[src/rtl/mem_arb_pkg.sv]
// rtl/mem_arb_pkg.sv - shared constants and types for the two-port memory arbiter
package mem_arb_pkg;

  localparam logic PORT0 = 1'b0;
  localparam logic PORT1 = 1'b1;

  localparam int DEF_AW        = 4;
  localparam int DEF_DW        = 16;
  localparam int DEF_MAX_BURST = 4;

  typedef struct packed {
    logic valid;
    logic port;
  } rd_tag_t;

endpackage

[src/rtl/rr_arb2.sv]
// rtl/rr_arb2.sv - two-way round-robin grant with bounded locked bursts
module rr_arb2
  import mem_arb_pkg::*;
#(
  parameter int MAX_BURST = DEF_MAX_BURST
) (
  input  logic       clk_i,
  input  logic       rst_i,
  input  logic [1:0] req_i,
  input  logic [1:0] lock_i,
  output logic [1:0] gnt_o
);

  localparam int CW = $clog2(MAX_BURST + 1);

  logic          prio_q, prio_d;
  logic          last_port_q, last_port_d;
  logic          last_lock_q, last_lock_d;
  logic [CW-1:0] burst_cnt_q, burst_cnt_d;
  logic          hold;
  logic          win;

  always_comb begin
    gnt_o       = '0;
    prio_d      = prio_q;
    last_port_d = last_port_q;
    last_lock_d = last_lock_q;
    burst_cnt_d = '0;
    // A locked owner keeps the grant until its burst is spent and the other side is waiting.
    hold = last_lock_q && req_i[last_port_q] &&
           ((burst_cnt_q < CW'(MAX_BURST)) || !req_i[~last_port_q]);
    if (req_i == 2'b01)      win = PORT0;
    else if (req_i == 2'b10) win = PORT1;
    else if (hold)           win = last_port_q;
    else                     win = prio_q;

    if (!rst_i && (req_i != 2'b00)) begin
      gnt_o[win]  = 1'b1;
      prio_d      = ~win;
      last_port_d = win;
      last_lock_d = lock_i[win];
      if (!lock_i[win])
        burst_cnt_d = '0;
      else if (last_lock_q && (last_port_q == win))
        burst_cnt_d = (burst_cnt_q < CW'(MAX_BURST)) ? burst_cnt_q + CW'(1) : burst_cnt_q;
      else
        burst_cnt_d = CW'(1);
    end
  end

  always_ff @(posedge clk_i or posedge rst_i) begin
    if (rst_i) begin
      prio_q      <= PORT0;
      last_port_q <= PORT0;
      last_lock_q <= 1'b0;
      burst_cnt_q <= '0;
    end else begin
      prio_q      <= prio_d;
      last_port_q <= last_port_d;
      last_lock_q <= last_lock_d;
      burst_cnt_q <= burst_cnt_d;
    end
  end

endmodule

[src/rtl/mem_arbiter.sv]
// rtl/mem_arbiter.sv - shares one data memory between two masters, returns read data per port
module mem_arbiter
  import mem_arb_pkg::*;
#(
  parameter int AW        = DEF_AW,
  parameter int DW        = DEF_DW,
  parameter int MAX_BURST = DEF_MAX_BURST
) (
  input  logic          clk,
  input  logic          rst,
  input  logic          req0,
  input  logic          req1,
  input  logic          we0,
  input  logic          we1,
  input  logic          lock0,
  input  logic          lock1,
  input  logic [AW-1:0] addr0,
  input  logic [AW-1:0] addr1,
  input  logic [DW-1:0] wd0,
  input  logic [DW-1:0] wd1,
  output logic          gnt0,
  output logic          gnt1,
  output logic          rvalid0,
  output logic          rvalid1,
  output logic [DW-1:0] rdata0,
  output logic [DW-1:0] rdata1,
  output logic [AW-1:0] mem_addr,
  output logic [DW-1:0] mem_wd,
  output logic          mem_we,
  input  logic [DW-1:0] mem_rdata
);

  logic [1:0]    gnt;
  rd_tag_t       tag1_q, tag1_d, tag2_q;
  logic [DW-1:0] rdata0_q, rdata1_q;

  rr_arb2 #(.MAX_BURST(MAX_BURST)) u_arb (
    .clk_i  (clk),
    .rst_i  (rst),
    .req_i  ({req1, req0}),
    .lock_i ({lock1, lock0}),
    .gnt_o  (gnt)
  );

  assign gnt0     = gnt[0];
  assign gnt1     = gnt[1];
  assign mem_addr = gnt1 ? addr1 : addr0;
  assign mem_wd   = gnt1 ? wd1 : wd0;
  assign mem_we   = (req0 && gnt0 && we0) || (req1 && gnt1 && we1);

  always_comb begin
    tag1_d       = '0;
    tag1_d.valid = (req0 && gnt0 && !we0) || (req1 && gnt1 && !we1);
    tag1_d.port  = gnt1 ? PORT1 : PORT0;
  end

  // Stage 1 waits for the memory's registered read; stage 2 is the rvalid pulse.
  always_ff @(posedge clk or posedge rst) begin
    if (rst) begin
      tag1_q   <= '0;
      tag2_q   <= '0;
      rdata0_q <= '0;
      rdata1_q <= '0;
    end else begin
      tag1_q <= tag1_d;
      tag2_q <= tag1_q;
      if (tag1_q.valid) begin
        if (tag1_q.port == PORT1) rdata1_q <= mem_rdata;
        else                      rdata0_q <= mem_rdata;
      end
    end
  end

  assign rvalid0 = tag2_q.valid && (tag2_q.port == PORT0);
  assign rvalid1 = tag2_q.valid && (tag2_q.port == PORT1);
  assign rdata0  = rdata0_q;
  assign rdata1  = rdata1_q;

endmodule
[config.mk]
export PLATFORM = sky130hd
export DESIGN_NAME = mem_arbiter
export DESIGN_NICKNAME = d
export VERILOG_FILES = /design/src/rtl/mem_arb_pkg.sv /design/src/rtl/rr_arb2.sv /design/src/rtl/mem_arbiter.sv
export SDC_FILE = /design/constraint.sdc
export NUM_CORES = 1
export LEC_CHECK = 0
export BUFFER_PORTS_ARGS = -buffer_cell sky130_fd_sc_hd__buf_2
export CAP_MARGIN = 40
export CORE_MARGIN = 3
export CORE_UTILIZATION = 40
export DETAILED_ROUTE_END_ITERATION = 8
export GPL_TIMING_DRIVEN = 0
export MAX_ROUTING_LAYER = met4
export PLACE_DENSITY = 0.86
export SKIP_LAST_GASP = 1
export SLEW_MARGIN = 20
export SYNTH_ARGS = -nofsm -noshare
export SYNTH_HDL_FRONTEND = slang
export SYNTH_SLANG_ARGS = --single-unit
[constraint.sdc]
create_clock -name clk -period 3.92 [get_ports clk]
set_clock_uncertainty 0.05 [all_clocks]
set_input_delay 0.784 -clock clk [delete_from_list [all_inputs] [get_ports clk]]
set_output_delay 0.784 -clock clk [all_outputs]
set_load 0.01 [all_outputs]
==> flow_metrics.env, run 1 <==
export IMPL_postRouteAntennaNets=0
export IMPL_synth_avg_cell_area_um2=14.1
export IMPL_netlist_area_um2=1970
export IMPL_firstDrtPassIters=4
export IMPL_clkTransAtPathRegs_ps=70
export IMPL_clk_path_buf_depth=2
export IMPL_yosysSeqAreaShare_pct=53.4
export IMPL_die_x_um=76.1
export IMPL_clock_root_buffer="clkbuf_8"
export IMPL_rsz0062_at_grt="no"
export IMPL_drive_above_1_share_pct=73.1
export IMPL_grt_overflow=0
export IMPL_place_gp_congestion=0.746
export IMPL_yosys_warnings=0
export IMPL_syn_inst=140
export IMPL_layout_nets=332
export IMPL_cp_max_fo=10
export IMPL_r2r_start="u_arb.last_lock_q"
export IMPL_start_util_pct=43.1
export IMPL_yosys_area_top_type="dfrtp_1"
export IMPL_fin_crit_ps=2870
export IMPL_hp_class="register to register"
export IMPL_use_met2_pct=28.9
export IMPL_hold_start="tag1_q[1]"
export IMPL_power_density_nw_per_um2=552
export IMPL_cts_sinks=42
export IMPL_p_leak_nw=1.44
export IMPL_cts_setup_buffers=0
export IMPL_worst_slew_pin_slew_ps=439
export IMPL_die_h_um=76.1
export IMPL_grt_start_max_net_pins=31
export IMPL_syn_nets=205
export IMPL_cts_hold_buf=0
export IMPL_portBuffers=119
export IMPL_setup_viol=0
export IMPL_worstPathRequired_ps=3090
export IMPL_vias=1599
export IMPL_worstSkewPairLatency_ps=290
export IMPL_drt_wl_total_um=4390
export IMPL_rr_endpoint="u_arb.burst_cnt_q[0]"
export IMPL_final_setup_tns_ps=0
export IMPL_pin_count=121
export IMPL_endpoint="mem_wd[3]"
export IMPL_grt_total_usage_pct=16.5
export IMPL_fin_cells=333
export IMPL_core_area_um2=4560
export IMPL_dp_cells=325
export IMPL_syn_to_final_growth_pct=42.7
export IMPL_drc=0
export IMPL_grt_pass1_wl_um=7540
export IMPL_numCtsBuffers=5
export IMPL_use_met3_pct=5.32
export IMPL_n_antenna_cell=0
export IMPL_first_global_vias=1674
export IMPL_p_total_w=0.00155
export IMPL_irDropWorstVdd_v=0.000243
export IMPL_rows=24
export IMPL_fillers=381
export IMPL_cts_tree="done"
export IMPL_vias_per_cell=4.80
export IMPL_multi_input_area_um2=853
export IMPL_worst_ep_arrival_time_ps=2030
export IMPL_seq_area_um2=1050
export IMPL_dieArea_um2=5800
export IMPL_reg2reg_depth=4
export IMPL_hold_viol_final=0
export IMPL_yosysUniqueCellTypes=27
export IMPL_post_drt_wl_per_cell_um=13.2
export IMPL_slew_viol_final=0
export IMPL_r2r_slack_ps=2290
export IMPL_first_iter_violations=54
export IMPL_htreeDepth=2
export IMPL_antenna_found_initial=0
export IMPL_drv_cap=0
export IMPL_synth_seq_cells=42
export IMPL_synth_top_area_share_pct=53.4
export IMPL_hpwl_um=3660
export IMPL_grt_busiest_layer="met2"
export IMPL_synth_area_leaders="dfrtp_1 (53%), mux2_2 (28%), mux2_4 (3.1%)"
export IMPL_start_kind="primary input"
export IMPL_critical_path_class="primary input to output port"
export IMPL_slew_headroom_pct=70.4
export IMPL_max_freq_mhz=349
export IMPL_outcome="completed"
export IMPL_cp_end_kind="output port"
export IMPL_startpoint="req1"
export IMPL_use_met1_pct=17.9
export IMPL_ctsResizeCount=0
export IMPL_final_period_utilization_pct=73.1
[state kept, by name, indices dropped and copies added, names as in the netlist]
signal and cells:
u_arb.last_lock_q 1, u_arb.burst_cnt_q 3, rdata0 16, tag1_q 2
rdata1 16, u_arb.prio_q 1, u_arb.last_port_q 1, tag2_q 2
[logic make-up after synthesis]
logic type,synth area share [%]
AOI/OAI and AO/OA,4.83
xor gates and xnor gates,0.445
adders and majority gates,0.636
buffers and inverters,3.24
DFF,53.4
muxes,32.1
and+or+nand+nor,5.34
[cell type report]
| type | instances | share of cell area (%) |
|---|---|---|
| Multi-Input combinational cell | 88 | 30.4 |
| Timing Repair Buffer | 120 | 21.9 |
| Clock buffer | 6 | 2.94 |
| Clock inverter | 2 | 2.14 |
| Inverter | 3 | 0.401 |
| Buffer | 7 | 1.87 |
| Sequential cell | 42 | 37.4 |
| Tap cell | 65 | 2.90 |
[critical path, cell delays in order]
cell and delay [ps]:
buf_4 140, o21bai_1 150, o211ai_2 180, nand2_4 150
buf_6 160, mux2_2 340, buf_2 140
[cell usage after synthesis (all sizes together)]
library cell,instances
a21bo,1
a21boi,1
a221oi,1
and2,2
buf,7
dfrtp,42
ha,1
inv,3
mux2,53
mux2i,2
nand2,9
nand4b,1
nor2,3
nor2b,3
nor3,2
o211ai,1
o21a,1
o21ai,2
o21ba,2
o21bai,1
o221a,1
xnor2,1
[metrics by stage]
step / worst slack [ps] / util (%) / instance area [um^2] / hold slack [ps]
after floorplan: 758 / - / 1970 / 317
after global placement: 101 / 57.9 / 2650 / 326
after detailed placement: 1050 / 58.4 / 2670 / 338
after CTS: 1040 / 61.5 / 2810 / 355
after global routing: 935 / 61.5 / 2810 / 376
final: 1050 / 61.5 / 2810 / 356
[cells in the final DEF (no fill, tap or decap), types with 2 or more instances in the layout]
cell type and n:
nand2_1 8, clkbuf_8 6, mux2_4 4, o21ai_0 2
nor3_1 2, inv_1 2, o21ba_2 2, nor2b_1 2
and2_1 2, buf_4 2, buf_2 122, bufinv_16 2
mux2i_1 2, nor2_1 3, buf_6 2, mux2_2 49
dfrtp_1 42
[how the worst min path moves through the flow]
stage	endpoint	slack [ps]	depth (start not counted)
after global placement	tag2_q[1]	330	0
after global routing	tag2_q[1]	380	0
after CTS	tag2_q[1]	360	0
after floorplan	tag2_q[1]	320	0
after detailed placement	tag2_q[1]	340	0
final	tag2_q[1]	360	0
[report_power, final]
part	leakage [nW]	switching (W)	internal, W
Sequential	0.504	0.0000666	0.000570
Clock	0.0714	0.000142	0.000271
Combinational	0.869	0.000228	0.000271
[routing by layer]
layer  share of wire [%]  wire [um]
met2                  50       2210
met5                   0          0
met3                  10        456
met1                  38       1680
met4                 1.2         54
No activity file was read; power rests on OpenSTA's default activity.
==> run 2, diff against run 1 <==
--- a/config.mk
+++ b/config.mk
@@ -8,11 +8,11 @@
 export BUFFER_PORTS_ARGS = -buffer_cell sky130_fd_sc_hd__buf_2
 export CAP_MARGIN = 40
 export CORE_MARGIN = 3
-export CORE_UTILIZATION = 40
+export CORE_UTILIZATION = 39
 export DETAILED_ROUTE_END_ITERATION = 8
 export GPL_TIMING_DRIVEN = 0
 export MAX_ROUTING_LAYER = met4
-export PLACE_DENSITY = 0.86
+export PLACE_DENSITY = 0.88
 export SKIP_LAST_GASP = 1
 export SLEW_MARGIN = 20
 export SYNTH_ARGS = -nofsm -noshare
==> constraint.sdc (replaced) <==
create_clock -name clk -period 2.6 [get_ports clk]
set_clock_uncertainty 0.05 [all_clocks]
set_input_delay 0.52 -clock clk [delete_from_list [all_inputs] [get_ports clk]]
set_output_delay 0.52 -clock clk [all_outputs]
set_load 0.01 [all_outputs]
==> run 2 against run 1 <==
Combinational power increased by 51%; utilization decreased by 4.0 points; worst setup slack got worse by 910 ps; wire length increased by 0.52%; critical path depth unchanged; total power increased by 35%; first-iteration DRC count decreased by 39%; critical endpoint is now mem_wd[5].
==> flow_metrics.env, run 2 (synthesis gave the netlist of run 1 again) <==
export IMPL_outcome="completed"
export IMPL_worst_ep_arrival_time_ps=1890
export IMPL_cp_end_kind="output port"
export IMPL_vias_per_cell=4.80
export IMPL_clkTransAtPathRegs_ps=70
export IMPL_fin_crit_ps=2460
export IMPL_critical_path_class="register to output port"
export IMPL_dieArea_um2=5940
export IMPL_swShare_pct=30.8
export IMPL_n_antenna_cell=0
export IMPL_critical_path_top_delay_family="buffers and inverters"
export IMPL_vias=1602
export IMPL_fin_area_um2=2750
export IMPL_die_x_um=77.0
export IMPL_cts_sinks=42
export IMPL_use_met3_pct=4.46
export IMPL_worstSkewPairLatency_ps=280
export IMPL_post_route_util_pct=57.5
export IMPL_rr_endpoint="u_arb.burst_cnt_q[0]"
export IMPL_grt_start_max_net_pins=34
export IMPL_drive_above_1_share_pct=73.0
export IMPL_cts_tree="done"
export IMPL_slew_viol_final=0
export IMPL_place_gp_congestion=0.752
export IMPL_rows=25
export IMPL_use_met2_pct=26.1
export IMPL_fillers=405
export IMPL_ctsResizeCount=0
export IMPL_r2r_start="u_arb.burst_cnt_q[2]"
export IMPL_p_clk_share_pct=18.1
export IMPL_reg2reg_depth=5
export IMPL_clock_root_buffer="clkbuf_8"
export IMPL_power_frac_seq_pct=45.7
export IMPL_dp_cells=327
export IMPL_fin_cells=334
export IMPL_worstPathRequired_ps=2030
export IMPL_hpwl_um=3660
export IMPL_use_met1_pct=17.2
export IMPL_p_sw_w=0.000644
export IMPL_drc=0
export IMPL_antenna_found_initial=0
export IMPL_worst_slew_pin_slew_ps=456
export IMPL_p_leak_nw=1.41
export IMPL_grt_total_usage_pct=15.3
export IMPL_irDropWorstVdd_v=0.000274
export IMPL_critical_path_max_stage_delay_ps=360
export IMPL_slew_headroom_pct=69.3
export IMPL_drt_wl_total_um=4420
export IMPL_cp_max_fo=10
export IMPL_mostFrequentLayoutCell="buf_2"
export IMPL_portBuffers=119
export IMPL_die_h_um=77.0
export IMPL_clk_path_buf_depth=2
export IMPL_drv_cap=0
export IMPL_grt_busiest_layer="met2"
export IMPL_post_drt_wl_per_cell_um=13.2
export IMPL_hold_viol_final=0
export IMPL_syn_to_final_growth_pct=39.7
export IMPL_start_util_pct=41.1
export IMPL_grt_overflow=0
export IMPL_htreeDepth=2
export IMPL_layout_nets=332
export IMPL_pin_count=121
export IMPL_postRouteAntennaNets=0
export IMPL_final_cell_mix="buf_2 (122), mux2_2 (49), dfrtp_1 (42)"
export IMPL_place_area_um2=2670
export IMPL_first_iter_violations=33
export IMPL_max_freq_mhz=407
export IMPL_p_int_w=0.00145
export IMPL_first_global_vias=1606
export IMPL_grt_pass1_wl_um=7100
export IMPL_cts_setup_buffers=0
export IMPL_core_area_um2=4790
export IMPL_r2r_slack_ps=970
export IMPL_power_density_nw_per_um2=761
export IMPL_worst_path_buf_inv=3
export IMPL_cts_hold_buf=0
export IMPL_numCtsBuffers=5
export IMPL_hp_class="primary input to asynchronous set/reset pin"
export IMPL_path_cells="buf_4 > nand4b_1 > o211ai_2 > nand2_4 > buf_6 > mux2_4 > buf_2"
export IMPL_firstDrtPassIters=4
export IMPL_rsz0062_at_grt="no"
export IMPL_final_period_utilization_pct=94.5
export IMPL_setup_viol=0
export IMPL_start_kind="register"
export IMPL_critical_path_slowest_cell="dfrtp_1"
export IMPL_power_share_combinational_pct=36.2
[run 2: changes by cell type in the layout (fill, tap and decap cells not counted)]
| cell | change |
|---|---|
| inv_2 | -1 |
| clkbuf_8 | -1 |
| bufinv_16 | -2 |
| clkinv_2 | +2 |
| clkinvlp_4 | +1 |
[run 2: worst max-delay path by stage]
stage,start,slack [ps],depth (start not counted),to
CTS,u_arb.burst_cnt_q[2],130,7,mem_wd[5]
floorplan,rst,420,3,gnt0
global route,u_arb.prio_q,40,6,mem_wd[14]
global placement,rst,-150,5,mem_we
detailed placement,req1,240,7,mem_addr[2]
finish,u_arb.burst_cnt_q[2],140,7,mem_wd[5]
[run 2: cell type report]
type / instances / area [um^2] / share of cell area [%]
clock buffers: 5 / 68.8 / 2.50
inverters: 3 / 15.0 / 0.546
clock inverters: 2 / 10.0 / 0.364
flip-flops and latches: 42 / 1050 / 38.2
plain buffers: 7 / 52.6 / 1.91
repair buffers: 120 / 616 / 22.4
multi-input cells: 88 / 853 / 31.0
well taps: 67 / 83.8 / 3.05
[run 2: stage by stage]
stage / setup TNS (ps) / setup slack, ps / total power [W] / hold WS (ps)
finish: 0 / 144 / 0.00209 / 133
detailed placement: 0 / 245 / 0.00174 / 336
CTS: 0 / 126 / 0.00213 / 135
floorplan: 0 / 423 / 0.00140 / 317
global placement: -289 / -150 / 0.00170 / 324
global route: 0 / 37.5 / 0.00223 / 148
[run 2: layer usage]
layer,up-vias,share of wire (%)
met5,-,0
met4,0,2.1
met3,10,9.8
met2,101,50
met1,747,39
li1,744,-
[run 2: power by group through the flow]
stage / registers, W / clock network [W] / logic, W
after floorplan: 0.00106 / 0 / 0.000333
after global placement: 0.000964 / 0 / 0.000740
after detailed placement: 0.000973 / 0 / 0.000768
after CTS: 0.000959 / 0.000398 / 0.000769
after global routing: 0.000987 / 0.000422 / 0.000819
final: 0.000957 / 0.000379 / 0.000757
==> run 3, diff against run 2 <==
--- a/config.mk
+++ b/config.mk
@@ -7,12 +7,13 @@
 export LEC_CHECK = 0
 export BUFFER_PORTS_ARGS = -buffer_cell sky130_fd_sc_hd__buf_2
 export CAP_MARGIN = 40
+export CELL_PAD_IN_SITES_DETAIL_PLACEMENT = 0
+export CELL_PAD_IN_SITES_GLOBAL_PLACEMENT = 2
 export CORE_MARGIN = 3
-export CORE_UTILIZATION = 39
+export CORE_UTILIZATION = 23
 export DETAILED_ROUTE_END_ITERATION = 8
 export GPL_TIMING_DRIVEN = 0
-export MAX_ROUTING_LAYER = met4
-export PLACE_DENSITY = 0.88
+export PLACE_DENSITY = 0.86
 export SKIP_LAST_GASP = 1
 export SLEW_MARGIN = 20
 export SYNTH_ARGS = -nofsm -noshare
==> run 3 against run 2 <==
Die area is 63% higher; hold slack improved by 92 ps; highest routed layer unchanged; combinational power barely moved; critical path type unchanged; clock power up 36%; first-iteration DRC count down 52%; critical path depth did not move; final area increased by 3.7%.
==> flow_metrics.env, run 3 (synthesis gave the netlist of run 1 again) <==
export IMPL_outcome="completed"
export IMPL_postRouteAntennaNets=0
export IMPL_worstSkewPairLatency_ps=280
export IMPL_antenna_found_initial=0
export IMPL_htreeDepth=2
export IMPL_drive_above_1_share_pct=73.4
export IMPL_power_density_nw_per_um2=786
export IMPL_rr_endpoint="u_arb.burst_cnt_q[0]"
export IMPL_start_util_pct=23.8
export IMPL_dp_cells=365
export IMPL_mostFrequentLayoutCell="buf_2"
export IMPL_critical_path_max_stage_delay_ps=360
export IMPL_cp_max_fo=10
export IMPL_path_cells="buf_4 > nand4b_1 > o211ai_4 > nand2_4 > buf_6 > mux2_2 > buf_2"
export IMPL_vias=1581
export IMPL_die_h_um=98.5
export IMPL_numCtsBuffers=5
export IMPL_worst_ep_arrival_time_ps=1910
export IMPL_cts_sinks=42
export IMPL_dp_slack_ps=212
export IMPL_clk_path_buf_depth=2
export IMPL_die_x_um=98.5
export IMPL_use_met1_pct=11.8
export IMPL_final_cell_mix="buf_2 (122), mux2_2 (49), dfrtp_1 (42)"
export IMPL_p_clk_share_pct=23.1
export IMPL_cts_tree="done"
export IMPL_critical_path_class="register to output port"
export IMPL_cp_end_kind="output port"
export IMPL_irDropWorstVdd_v=0.000332
export IMPL_reg2reg_depth=5
export IMPL_power_share_combinational_pct=33.9
export IMPL_hold_viol_final=0
export IMPL_r2r_slack_ps=940
export IMPL_dieArea_um2=9700
export IMPL_post_drt_wl_per_cell_um=13.1
export IMPL_slew_headroom_pct=65.5
export IMPL_clkTransAtPathRegs_ps=80
export IMPL_grt_busiest_layer="met2"
export IMPL_firstDrtPassIters=4
export IMPL_critical_path_slowest_cell="dfrtp_1"
export IMPL_place_gp_congestion=0.683
export IMPL_n_antenna_cell=0
export IMPL_fin_crit_ps=2480
export IMPL_ctsResizeCount=0
export IMPL_grt_pass1_wl_um=7880
export IMPL_fin_cells=372
export IMPL_start_kind="register"
export IMPL_swShare_pct=29.5
export IMPL_p_int_w=0.00158
export IMPL_hpwl_um=4040
export IMPL_r2r_start="u_arb.burst_cnt_q[2]"
export IMPL_final_period_utilization_pct=95.2
export IMPL_clock_root_buffer="clkbuf_8"
export IMPL_grt_start_max_net_pins=23
export IMPL_syn_to_final_growth_pct=44.9
export IMPL_first_global_vias=1700
export IMPL_worst_slew_pin_slew_ps=517
export IMPL_drv_cap=0
export IMPL_pin_count=121
export IMPL_setup_slack_ps=124
export IMPL_p_leak_nw=1.43
export IMPL_fillers=840
export IMPL_cts_setup_buffers=0
export IMPL_slew_viol_final=0
export IMPL_use_met2_pct=17.5
export IMPL_worstPathRequired_ps=2030
export IMPL_setup_viol=0
export IMPL_drt_wl_total_um=4880
export IMPL_layout_nets=332
export IMPL_p_sw_w=0.000661
export IMPL_cts_hold_buf=0
export IMPL_grt_overflow=0
export IMPL_hp_class="primary input to asynchronous set/reset pin"
export IMPL_max_freq_mhz=404
export IMPL_use_met3_pct=4.18
export IMPL_drc=0
export IMPL_first_iter_violations=16
export IMPL_vias_per_cell=4.25
export IMPL_portBuffers=119
export IMPL_power_frac_seq_pct=43.0
export IMPL_grt_total_usage_pct=10.1
export IMPL_core_area_um2=8260
export IMPL_rows=33
## run 3: area by class of cell
cell class                 instances  area, um^2  area share, %
clock inverter                     1        30.0           1.05
sequential                        42        1050           36.9
inverter                           3        15.0          0.527
clock buffer                       6        82.6           2.90
timing repair buffer             120         623           21.9
multi-input combinational         88         866           30.4
buffer                             7        52.6           1.84
tap                              105         131           4.61
## run 3: how the worst max path moves through the flow
stage | startpoint | end | cells after the start
after floorplan | rst | gnt0 | 3
after global placement | rst | gnt0 | 5
after detailed placement | req1 | mem_wd[14] | 7
after CTS | u_arb.burst_cnt_q[2] | mem_wd[15] | 7
after global routing | u_arb.burst_cnt_q[2] | mem_wd[4] | 7
final | u_arb.burst_cnt_q[2] | mem_wd[14] | 7
## run 3: through the flow
| step | utilization [%] | hold WS, ps | area [um^2] | TNS, ps | total power (W) |
|---|---|---|---|---|---|
| 3_3_place_gp | 32.7 | 332 | 2700 | -475 | 0.00173 |
| 3_5_place_dp | 33.0 | 336 | 2730 | 0 | 0.00175 |
| 4_1_cts | 34.4 | 232 | 2840 | 0 | 0.00227 |
| 6_report | 34.5 | 225 | 2850 | 0 | 0.00224 |
| 5_1_grt | 34.5 | 252 | 2850 | -93.3 | 0.00239 |
| 2_1_floorplan | - | 317 | 1970 | 0 | 0.00140 |
## run 3: power groups by stage
stage | logic (W) | registers (W) | clock network, W
2_1_floorplan | 0.000333 | 0.00106 | 0
3_3_place_gp | 0.000758 | 0.000971 | 0
3_5_place_dp | 0.000772 | 0.000980 | 0
4_1_cts | 0.000773 | 0.000968 | 0.000533
5_1_grt | 0.000831 | 0.000997 | 0.000562
6_report | 0.000760 | 0.000964 | 0.000517
## run 3: worst max-delay path: cells and delay by family, from the launching register on
kind,cells,cell delay [ps]
AOI/OAI and AO/OA,1,170
muxes,1,290
and+or+nand+nor,2,340
buffers and inverters,3,460
DFF,1,360
## run 3: metal layers
layer / up-vias / part of all wire (%)
met3: 4 / 12
met5: - / 0
met2: 105 / 46
li1: 746 / -
met4: 0 / 0.59
met1: 726 / 41
